$ cat config.mk
export PLATFORM = sky130hd
export DESIGN_NAME = param_transmitter
export DESIGN_NICKNAME = d
export VERILOG_FILES = /design/src/rtl/param_transmitter.sv
export SDC_FILE = /design/constraint.sdc
export NUM_CORES = 1
export LEC_CHECK = 0
export CAP_MARGIN = 40
export CORE_UTILIZATION = 45
export CTS_BUF_LIST = sky130_fd_sc_hd__clkbuf_16
export DETAILED_ROUTE_END_ITERATION = 10
export PLACE_DENSITY_LB_ADDON = 0.3
export RECOVER_POWER = 25
export SYNTH_ARGS = -nofsm -noshare
export SYNTH_HDL_FRONTEND = slang
export SYNTH_SLANG_ARGS = --single-unit
$ cat constraint.sdc
create_clock -name Clk_S -period 2.6 [get_ports Clk_S]
set_clock_uncertainty 0.1 [all_clocks]
set_input_delay 0.39 -clock Clk_S [delete_from_list [all_inputs] [get_ports Clk_S]]
set_output_delay 0.39 -clock Clk_S [all_outputs]
set_load 0.05 [all_outputs]
$ cat src/rtl/param_transmitter.sv
// rtl/param_transmitter.sv - parameterized serial frame transmitter (start, LSB-first data, optional even parity, stop, gap)
// Supports a legacy level handshake (one frame per Valid assertion) or streaming back-to-back frames.
module param_transmitter #(
  parameter int DATA_W       = 55,
  parameter int PARITY_EN    = 1,
  parameter int CLKS_PER_BIT = 1,
  parameter int GAP_BITS     = 1,
  parameter int HS_MODE      = 0
) (
  input  logic              Clk_S,
  input  logic              Rst_n,
  input  logic [DATA_W-1:0] TX_Data,
  input  logic              TX_Data_Valid,
  output logic              TX_Ready,
  output logic              S_Data,
  output logic              TX_Busy,
  output logic              TX_Done
);

  typedef enum logic [2:0] {
    ARM    = 3'd0,
    IDLE   = 3'd1,
    START  = 3'd2,
    DATA   = 3'd3,
    PARITY = 3'd4,
    STOP   = 3'd5,
    GAP    = 3'd6
  } state_t;

  localparam logic [7:0] CPB_M1   = 8'(CLKS_PER_BIT - 1);
  localparam logic [6:0] LAST_IDX = 7'(DATA_W - 1);
  localparam logic [6:0] GAP_M1   = 7'(GAP_BITS - 1);

  state_t            state;
  logic [7:0]        bit_cnt;
  logic [6:0]        bit_idx;
  logic [DATA_W-1:0] shreg;
  logic              parity;
  logic              bit_end;
  logic              frame_end;
  logic              accept;

  assign TX_Ready = (state == IDLE);

  // In streaming mode a payload already waiting at frame end is taken on that
  // boundary, so consecutive frames are separated by the gap and nothing else.
  always_comb begin
    bit_end   = (bit_cnt == 8'd0);
    frame_end = bit_end && (((state == STOP) && (GAP_BITS == 0)) ||
                            ((state == GAP) && (bit_idx == GAP_M1)));
    accept    = TX_Data_Valid && ((state == IDLE) || ((HS_MODE != 0) && frame_end));
  end

  always_ff @(posedge Clk_S or negedge Rst_n) begin
    if (!Rst_n) begin
      state   <= ARM;
      S_Data  <= 1'b1;
      TX_Busy <= 1'b0;
      TX_Done <= 1'b0;
      bit_cnt <= 8'd0;
      bit_idx <= 7'd0;
      shreg   <= '0;
      parity  <= 1'b0;
    end else begin
      TX_Done <= 1'b0;
      case (state)
        ARM: begin
          S_Data <= 1'b1;
          if (!TX_Data_Valid) state <= IDLE;
        end
        IDLE: S_Data <= 1'b1;
        START: begin
          if (bit_end) begin
            state   <= DATA;
            S_Data  <= shreg[0];
            shreg   <= shreg >> 1;
            bit_idx <= 7'd0;
            bit_cnt <= CPB_M1;
          end else begin
            bit_cnt <= bit_cnt - 8'd1;
          end
        end
        DATA: begin
          if (bit_end) begin
            bit_cnt <= CPB_M1;
            if (bit_idx == LAST_IDX) begin
              if (PARITY_EN != 0) begin
                state  <= PARITY;
                S_Data <= parity;
              end else begin
                state  <= STOP;
                S_Data <= 1'b1;
              end
            end else begin
              bit_idx <= bit_idx + 7'd1;
              S_Data  <= shreg[0];
              shreg   <= shreg >> 1;
            end
          end else begin
            bit_cnt <= bit_cnt - 8'd1;
          end
        end
        PARITY: begin
          if (bit_end) begin
            state   <= STOP;
            S_Data  <= 1'b1;
            bit_cnt <= CPB_M1;
          end else begin
            bit_cnt <= bit_cnt - 8'd1;
          end
        end
        STOP: begin
          if (bit_end) begin
            TX_Done <= 1'b1;
            state   <= GAP;
            bit_idx <= 7'd0;
            bit_cnt <= CPB_M1;
          end else begin
            bit_cnt <= bit_cnt - 8'd1;
          end
        end
        GAP: begin
          if (bit_end) begin
            bit_idx <= bit_idx + 7'd1;
            bit_cnt <= CPB_M1;
          end else begin
            bit_cnt <= bit_cnt - 8'd1;
          end
        end
        default: begin
          state   <= ARM;
          S_Data  <= 1'b1;
          TX_Busy <= 1'b0;
        end
      endcase

      // Frame end and accept take priority over the per-state updates above.
      if (frame_end) begin
        TX_Busy <= 1'b0;
        state   <= (HS_MODE != 0) ? IDLE : ARM;
      end
      if (accept) begin
        state   <= START;
        S_Data  <= 1'b0;
        shreg   <= TX_Data;
        parity  <= ^TX_Data;
        bit_cnt <= CPB_M1;
        TX_Busy <= 1'b1;
      end
    end
  end

endmodule

# Yosys cells after proc, flatten, opt, wreduce, memory -nomap -nowiden
# Index checks and enable logic that the tools add are counted.
# totals
elab_cells,86
input_bits,58
ff_bits,77
output_inout_bits,4
# op_classes
n_reduce_logical,19
n_eq_ne,24
n_mux,33
n_addsub,2
# op_table
cell,n
55-bit two-way mux,4
55-bit one-hot mux with 2 select lines,1
55-bit parity,1
7-bit two-way mux,4
3-bit two-way mux,8
8-bit two-way mux,3
"4-bit != test, second input constant",6
7-bit one-hot mux with 3 select lines,1
3-bit one-hot mux with 6 select lines,1
"3-bit != test, second input constant",4
1-bit two-way mux,10
"3-bit equality test, second input constant",3
8-bit zero test,1
4-bit AND reduction,2
"8-bit by 1-bit subtractor with 8-bit output, second input constant",1
"7-bit by 1-bit adder with 7-bit output, second input constant",1
"7-bit by 6-bit equality test with 1-bit output, second input constant",1
7-bit zero test,1
7-bit AND reduction,1
7-bit OR reduction,1
"3-bit by 2-bit equality test with 1-bit output, second input constant",2
"2-bit != test, second input constant",3
"3-bit by 1-bit != test with 1-bit output, second input constant",2
3-bit nonzero test,2
9 further kinds,14

# Depth between registers and ports, before layout
# Gate-level depths: netlist of the first run.
# logic_depth
word_depth,6
mapped_depth,11
ltp_nobuf,8

# Least setup slack after synthesis of the first run
# OpenSTA, ideal clock, no wires.
# synth_timing
path_kind,flip-flop to flip-flop
from,register bit_cnt[0]
to,register shreg[44]
n_path_buf,3
path_slack_ns,0.405
stages_incl_launch_ff,12
period_less_slack_ns,2.195
required_time_ns,2.368
arrival_time_ns,1.963
setup_ns,0.132
path_cell_list,dfrtp_1 inv_1 ha_1 nor3b_1 nand2_2 a211o_1 a21o_1 buf_6 buf_6 buf_6 nand2_1 o21ai_1
# synth_via
elab_chain_cells,3
word_cells_on_any_way,4
cone_classes,2 x eq/ne; 2 x reduce/logical
# synth_lines
element,line,rtl
from (decl),35,logic [7:0] bit_cnt;
from (signal assigned),80,bit_cnt <= bit_cnt - 8'd1;
from (signal assigned),100,bit_cnt <= bit_cnt - 8'd1;
from (signal assigned),109,bit_cnt <= bit_cnt - 8'd1;
8-bit zero test *,48,bit_end = (bit_cnt == 8'd0);
3-bit != test (no source line),-,
4-bit AND reduction (no source line) *,-,
to (signal assigned),76,shreg <= shreg >> 1;
to (signal assigned),97,shreg <= shreg >> 1;
to (signal assigned),145,shreg <= TX_Data;
to (decl),37,logic [DATA_W-1:0] shreg;
# Mark *: on every way between the ends. The rest lies on a longest branch, timed or not.
# A chain may end at the register's enable or synchronous reset.

# Final worst setup path of the first run
# layout_timing
from,input port TX_Data[37]
to,register parity
# layout_via
elab_chain_cells,1
# layout_lines
element,line,rtl
from (decl),12,"input logic [DATA_W-1:0] TX_Data,"
55-bit parity,146,parity <= ^TX_Data;
to (signal assigned),146,
to (decl),38,logic parity;
# No other way between the ends.

==> flow_metrics.py, run 1 <==
metrics = {
    "clock_network": {
        "cts_sinks": 77,
        "h_tree_depth_reported_by_cts": 3,
        "cts_tree": "done",
        "insertion_delay_ns": 0.33,
        "cts_max_path_buffers": 2,
        "tritoncts.num_buffers": 9,
        "clk_transition_reported_paths_ns": 0.06,
        "cts.root.buffer_cell": "clkbuf_16",
    },
    "timing": {
        "period_needed_ns": 2.38,
        "rsz0062_at_grt": "false",
        "timing.setup.tns_ns": 0,
        "final-setup-viol-count": 0,
        "final-hold-violation-count": 0,
        "maximum_clock_frequency_mhz": 421,
        "timing.final.crit_share": 0.914,
        "worst_slack_ns": 0.223,
        "max-slew-margin-rel": 0.196,
        "max_slew_violations": 0,
        "tightestPinTransition_ns": 1.21,
    },
    "cells_and_area": {
        "antennaDiodeCount": 0,
        "layout.cell_area.non_filler_um2": 5420,
        "synthToLayoutAreaGrowth_pct": 26.0,
        "nNetsFinal": 565,
        "fin_util": 0.586,
        "drive_above_1_share": 0.0768,
    },
    "logic_synthesis": {
        "synth.yosys.warnings": 0,
        "postSynthAreaPerCell_um2": 9.77,
        "synth_top_flop_cell": "dfrtp_1",
        "synth_edf_count": 0,
        "synth_cell_type_count": 44,
        "synth_nets": 502,
        "synth.ff_latch_count": 77,
        "sequential_element_share_of_the_synthesized_area": 0.449,
        "postSynth.asyncResetShare": 1.00,
        "syn_area_um2": 4300,
        "synthCells": 440,
    },
    "power": {
        "static-leakage-power_nw": 2.55,
        "peakVddDrop_mv": 0.436,
        "design_power_total_mw": 2.96,
        "power.density_nw_per_um2": 547,
    },
    "route": {
        "wl_mm": 8.93,
        "first_iter_violations": 127,
        "drt-wirelength-per-cell_um": 14.0,
        "final_routed_drc_violation_total": 0,
        "via_per_inst": 5.10,
        "vias": 3250,
        "final_antenna_net_count": 0,
        "dr.pass1.iters": 5,
    },
    "flow_run": {
        "cap_violations": 0,
    },
    "worst_hold_path": {
        "hold_class": "flip-flop to flip-flop",
    },
    "grt": {
        "first_pass_grt_wire_length_mm": 15.2,
        "grt_start_max_net_pins": 66,
        "antenna_violations_before_repair": 0,
        "grt_overflow": 0,
        "first_global_vias": 3176,
        "grt.total_usage": 0.195,
    },
    "place": {
        "post_dp_cell_area_um2": 5090,
        "post-dp-hpwl_mm": 6.38,
        "gp_routability_congestion": 0.848,
        "place_ws_ns": -0.0715,
        "port_buffers": 61,
    },
    "die": {
        "floorplan.rows": 35,
        "die_h_um": 99.7,
        "initial_utilization": 0.465,
        "floorplan.die_area_um2": 9950,
        "design.core.area_um2": 9240,
        "io_pins": 62,
        "floorplan.die.width_um": 99.7,
    },
    "outcome": {
        "run_status": "complete, no violations",
    },
    "worst_setup_path": {
        "cpLargestDelayFamily": "XOR/XNOR gates",
        "critPathMaxFanout": 2,
        "critPathBufInv": 1,
        "critPathMaxStageDelay_ns": 0.49,
        "worst_ep_required_time_ns": 2.71,
        "criticalPathCategory": "input port to flip-flop",
        "ordered_cell_list_for_the_critical_path": "clkdlybuf4s50_1 > xor2_1 > xnor2_1 > xnor2_1 > xnor3_1 > xnor3_1 > mux2_4",
        "sort_of_element_at_the_start_of_the_critical_path": "input port",
        "worst_path_max_delay_cell": "clkdlybuf4s50_1",
        "critical_path_capture_point_type": "flip-flop",
        "cp_data_arrival_time_ns": 2.49,
    },
}
-- stage by stage --
stage | instances | hold WS, ns
5_1_grt | 637 | 0.412
2_1_floorplan | 440 | -0.00559
4_1_cts | 637 | 0.384
3_5_place_dp | 620 | 0.351
6_report | 637 | 0.381
3_3_place_gp | 620 | 0.350
-- kinds of logic after synthesis --
kind of cell,synth area share
and+or+nand+nor,0.128
buffers and inverters,0.0335
muxes,0.141
xor gates and xnor gates,0.114
DFF,0.449
adders and majority gates,0.0116
AOI/OAI and AO/OA,0.123
-- cells in the final DEF (no fill, tap or decap), types with 3 or more instances in the layout --
cell / count
o21ai_1: 17
nand3_1: 6
o22ai_1: 3
nand2_1: 72
nor2_1: 11
ha_1: 4
a21oi_1: 5
and2_1: 3
inv_1: 8
buf_12: 3
mux2i_1: 57
xnor2_1: 43
xor2_1: 8
nand2b_1: 4
buf_4: 11
clkdlybuf4s50_1: 59
o21ai_0: 56
clkbuf_16: 9
o31ai_1: 3
dfrtp_1: 76
nor2b_1: 7
nor3_1: 4
or3_1: 4
-- state kept, by name, summed over array words and instances, names as in the netlist --
| register | cells |
|---|---|
| S_Data | 1 |
| TX_Busy | 1 |
| TX_Done | 1 |
| bit_cnt | 8 |
| bit_idx | 7 |
| parity | 1 |
| shreg | 55 |
| state | 3 |
-- worst paths after layout --
check | slack, ns | end | startpoint | cells after the start
setup / recovery | 0.22 | parity$_DFFE_PN0P_ | TX_Data[37] | 7
hold / removal | 0.38 | shreg[25]$_DFFE_PN0P_ | shreg[25]$_DFFE_PN0P_ | 2
setup reg to reg | 0.24 | shreg[19]$_DFFE_PN0P_ | bit_cnt[0]$_DFFE_PN0P_ | 9
hold reg to reg | 0.38 | shreg[25]$_DFFE_PN0P_ | shreg[25]$_DFFE_PN0P_ | 2
max in group asynchronous | 0.88 | shreg[52]$_DFFE_PN0P_ | Rst_n | 3
min in group asynchronous | 0.75 | state[1]$_DFFE_PN0P_ | Rst_n | 2
-- power by group --
part           internal [mW]  switching, mW  total (mW)
combinational          0.278          0.160       0.438
clock                  0.837          0.490        1.33
sequential              1.20              0        1.20
-- synthesized netlist by cell type (all sizes together), types with 3 or more instances --
cell	instances	area [µm²]
dfrtp	76	1900
nand2	74	280
o21ai	73	365
mux2i	57	571
xnor2	43	377
clkbuf	12	45.0
buf	11	72.6
nor2	11	41.3
xor2	8	70.1
inv	7	26.3
nor2b	7	43.8
nand3	6	30.0
a21oi	5	25.0
ha	4	50.1
nand2b	4	25.0
nor3	4	20.0
or3	4	25.0
and2	3	18.8
mux2	3	37.5
nor4	3	33.8
o22ai	3	18.8
o31ai	3	22.5
-- per-layer routing --
metal	track usage	vias up	routed length, µm
met1	0.256	1523	4200
li1	-	1641	-
met4	0.0554	0	139
met5	0	-	0
met2	0.316	76	4230
met3	0.0527	10	364
-- area by class of cell --
class / count / area [µm²]
Inverter: 7 / 26.3
Timing Repair Buffer: 75 / 748
Multi-Input combinational cell: 333 / 2230
Fill cell: 813 / 3820
Clock inverter: 7 / 91.3
Tap cell: 129 / 161
Sequential cell: 77 / 1930
Clock buffer: 9 / 225
-- worst reg2reg max path: cells and delay by family, from the launching register on --
family,cells,cell delay [ns]
simple gates,3,0.63
compound gates,3,0.59
flops,1,0.40
buf+inv,2,0.32
fa+ha+maj,1,0.18
-- repair_timing --
item                                    in CTS  in global routing
endpoints found under the hold margin        7                  0
hold buffers                                 1                  0
gates resized for setup                      0                  0
buffers inserted                             0                  0
endpoints found under the setup margin       0                  0
No activity file was read; power rests on OpenSTA's default activity.
==> run 2, diff against run 1 <==
--- a/config.mk
+++ b/config.mk
@@ -9,6 +9,7 @@
 export CORE_UTILIZATION = 45
 export CTS_BUF_LIST = sky130_fd_sc_hd__clkbuf_16
 export DETAILED_ROUTE_END_ITERATION = 10
+export HOLD_SLACK_MARGIN = 0.05
 export PLACE_DENSITY_LB_ADDON = 0.3
 export RECOVER_POWER = 25
 export SYNTH_ARGS = -nofsm -noshare
==> constraint.sdc (replaced) <==
create_clock -name Clk_S -period 2 [get_ports Clk_S]
set_clock_uncertainty 0.1 [all_clocks]
set_input_delay 0.3 -clock Clk_S [delete_from_list [all_inputs] [get_ports Clk_S]]
set_output_delay 0.3 -clock Clk_S [all_outputs]
set_load 0.05 [all_outputs]
==> flow_metrics.py, run 2 (same netlist as run 1, synthesis figures left out) <==
metrics = {
    "timing": {
        "tightestPinTransition_ns": 1.28,
        "final-hold-violation-count": 0,
        "max_slew_violations": 0,
        "hold-worst-slack_ns": 0.197,
        "timing.final.crit_share": 1.04,
        "worst_slack_ns": -0.0853,
        "period_needed_ns": 2.09,
        "max-slew-margin-rel": 0.148,
        "maximum_clock_frequency_mhz": 480,
        "rsz0062_at_grt": "true",
        "final-setup-viol-count": 55,
    },
    "cells_and_area": {
        "synthToLayoutAreaGrowth_pct": 57.1,
        "commonest_non_fill_non_tap_cell_in_the_layout": "dfrtp_1",
        "reg.largest.list": "shreg: 55 flops, bit_cnt: 8 flops, bit_idx: 7 flops",
        "layout.cells.most_common_list": "dfrtp_1, mux2i_1, buf_4, nand2_4, dlymetal6s2s_1",
        "fin_util": 0.731,
        "antennaDiodeCount": 0,
        "registers.top_by_ff_count": "shreg",
        "largest_register_ffs": 55,
        "drive_above_1_share": 0.373,
        "nNetsFinal": 617,
        "layout.cell_area.non_filler_um2": 6750,
    },
    "power": {
        "power.share.sequential": 0.396,
        "clock_power_share": 0.445,
        "switching_fraction": 0.230,
        "netSwitchingPower_mw": 0.905,
        "cellInternalPower_mw": 3.03,
        "peakVddDrop_mv": 0.410,
        "design_power_total_mw": 3.93,
        "power.density_nw_per_um2": 582,
        "power.combinational.fraction": 0.159,
        "static-leakage-power_nw": 3.43,
    },
    "worst_setup_path": {
        "worst_path_max_delay_cell": "dfrtp_1",
        "timing.rr.start": "bit_cnt[0]$_DFFE_PN0P_",
        "critPathMaxStageDelay_ns": 0.39,
        "sort_of_element_at_the_start_of_the_critical_path": "flip-flop",
        "worst_ep_required_time_ns": 2.12,
        "critPathLaunch": "bit_cnt[0]$_DFFE_PN0P_",
        "critical_path_capture_point_type": "flip-flop",
        "criticalPathCategory": "flip-flop to flip-flop",
        "cp_data_arrival_time_ns": 2.20,
        "ordered_cell_list_for_the_critical_path": "inv_2 > ha_4 > nor3b_4 > nand2_2 > a211o_4 > a21o_4 > clkbuf_16 > nand2_4 > o21ai_2",
        "critPathMaxFanout": 7,
    },
    "route": {
        "dr.pass1.iters": 5,
        "final_antenna_net_count": 0,
        "final_routed_drc_violation_total": 0,
        "drt-wirelength-per-cell_um": 17.8,
        "via_per_inst": 5.47,
        "first_iter_violations": 128,
        "vias": 3772,
        "wl_mm": 12.2,
    },
    "grt": {
        "grt_overflow": 0,
        "grt.total_usage": 0.218,
        "first_global_vias": 3608,
        "antenna_violations_before_repair": 0,
        "grt_start_max_net_pins": 42,
        "first_pass_grt_wire_length_mm": 17.1,
    },
    "place": {
        "gp_routability_congestion": 0.858,
        "post_dp_cell_area_um2": 5390,
        "port_buffers": 61,
        "post-dp-hpwl_mm": 6.93,
        "place_ws_ns": -0.631,
    },
    "die": {
        "die_h_um": 99.7,
        "design.core.area_um2": 9240,
        "floorplan.rows": 35,
        "initial_utilization": 0.465,
        "io_pins": 62,
        "floorplan.die_area_um2": 9950,
        "floorplan.die.width_um": 99.7,
    },
    "clock_network": {
        "cts_tree": "done",
        "cts.root.buffer_cell": "clkbuf_16",
        "cts_max_path_buffers": 2,
        "clk_transition_reported_paths_ns": 0.06,
        "cts_sinks": 77,
        "tritoncts.num_buffers": 9,
        "h_tree_depth_reported_by_cts": 3,
        "insertion_delay_ns": 0.34,
    },
    "worst_hold_path": {
        "hold_class": "input port to flip-flop",
        "timing.hold.worst.start": "TX_Data[33]",
    },
    "flow_run": {
        "cap_violations": 0,
    },
    "outcome": {
        "run_status": "finished with violations",
        "violations": "negative setup slack",
    },
}
run 2: cell types whose count changed in the layout (fill, tap and decap cells not counted), moves of 19 or more:
cell / before / now
clkdlybuf4s50_1: 59 / 11
dlymetal6s2s_1: 0 / 31
o21ai_2: 0 / 30
nand2_4: 1 / 32
nand2_2: 1 / 20
nand2_1: 72 / 22
buf_4: 11 / 44
o21ai_0: 56 / 17
run 2: per-stage QoR:
stage               instances  TNS, ns
floorplan                 440   -0.161
global placement          650    -1.01
detailed placement        650    -3.53
CTS                       677    -1.02
global route              689    -6.98
finish                    689    -2.27
run 2: power by group through the flow:
stage / Combinational [mW] / Clock [mW] / Sequential, mW
3_3_place_gp: 0.581 / 0 / 1.59
3_5_place_dp: 0.597 / 0 / 1.59
6_report: 0.624 / 1.75 / 1.56
2_1_floorplan: 0.343 / 0 / 1.59
5_1_grt: 0.661 / 1.84 / 1.56
4_1_cts: 0.597 / 1.76 / 1.56
run 2: area by class of cell:
class	instances	area, µm²
Inverter	7	26.3
Sequential cell	77	1930
Clock buffer	9	225
Tap cell	129	161
Clock inverter	7	90.1
Timing Repair Buffer	125	1450
Multi-Input combinational cell	335	2880
Fill cell	607	2490
run 2: final timing paths:
| kind | end | slack [ns] | cells past startpoint |
|---|---|---|---|
| hold / removal | shreg[33]$_DFFE_PN0P_ | 0.20 | 3 |
| setup reg to reg | shreg[6]$_DFFE_PN0P_ | -0.09 | 9 |
| hold reg to reg | shreg[51]$_DFFE_PN0P_ | 0.39 | 2 |
| setup / recovery | shreg[6]$_DFFE_PN0P_ | -0.09 | 9 |
| max in group asynchronous | S_Data$_DFFE_PN1P_ | 0.17 | 3 |
| min in group asynchronous | shreg[10]$_DFFE_PN0P_ | 0.66 | 2 |
run 2: worst max-delay path, delay by kind of cell, from the launching register on:
kind / cells / cell delay [ns]
and+or+nand+nor: 3 / 0.39
AOI/OAI and AO/OA: 3 / 0.66
buffers and inverters: 2 / 0.28
adders and majority gates: 1 / 0.14
DFF: 1 / 0.39
run 2: repair_timing:
| item | 4_1_cts | 5_1_grt |
|---|---|---|
| pin swaps | 26 | 94 |
| endpoints found under the hold margin | 19 | 0 |
| setup buffers | 5 | 2 |
| cloned | 5 | 10 |
| hold buffers | 1 | 0 |
| resized for setup | 66 | 181 |
| setup endpoints to repair | 59 | 69 |
run 2: layer usage:
metal | global-route usage | wire [µm]
met5 | 0 | 0
met4 | 0.0781 | 374
met1 | 0.281 | 5050
met2 | 0.374 | 6410
met3 | 0.0323 | 420
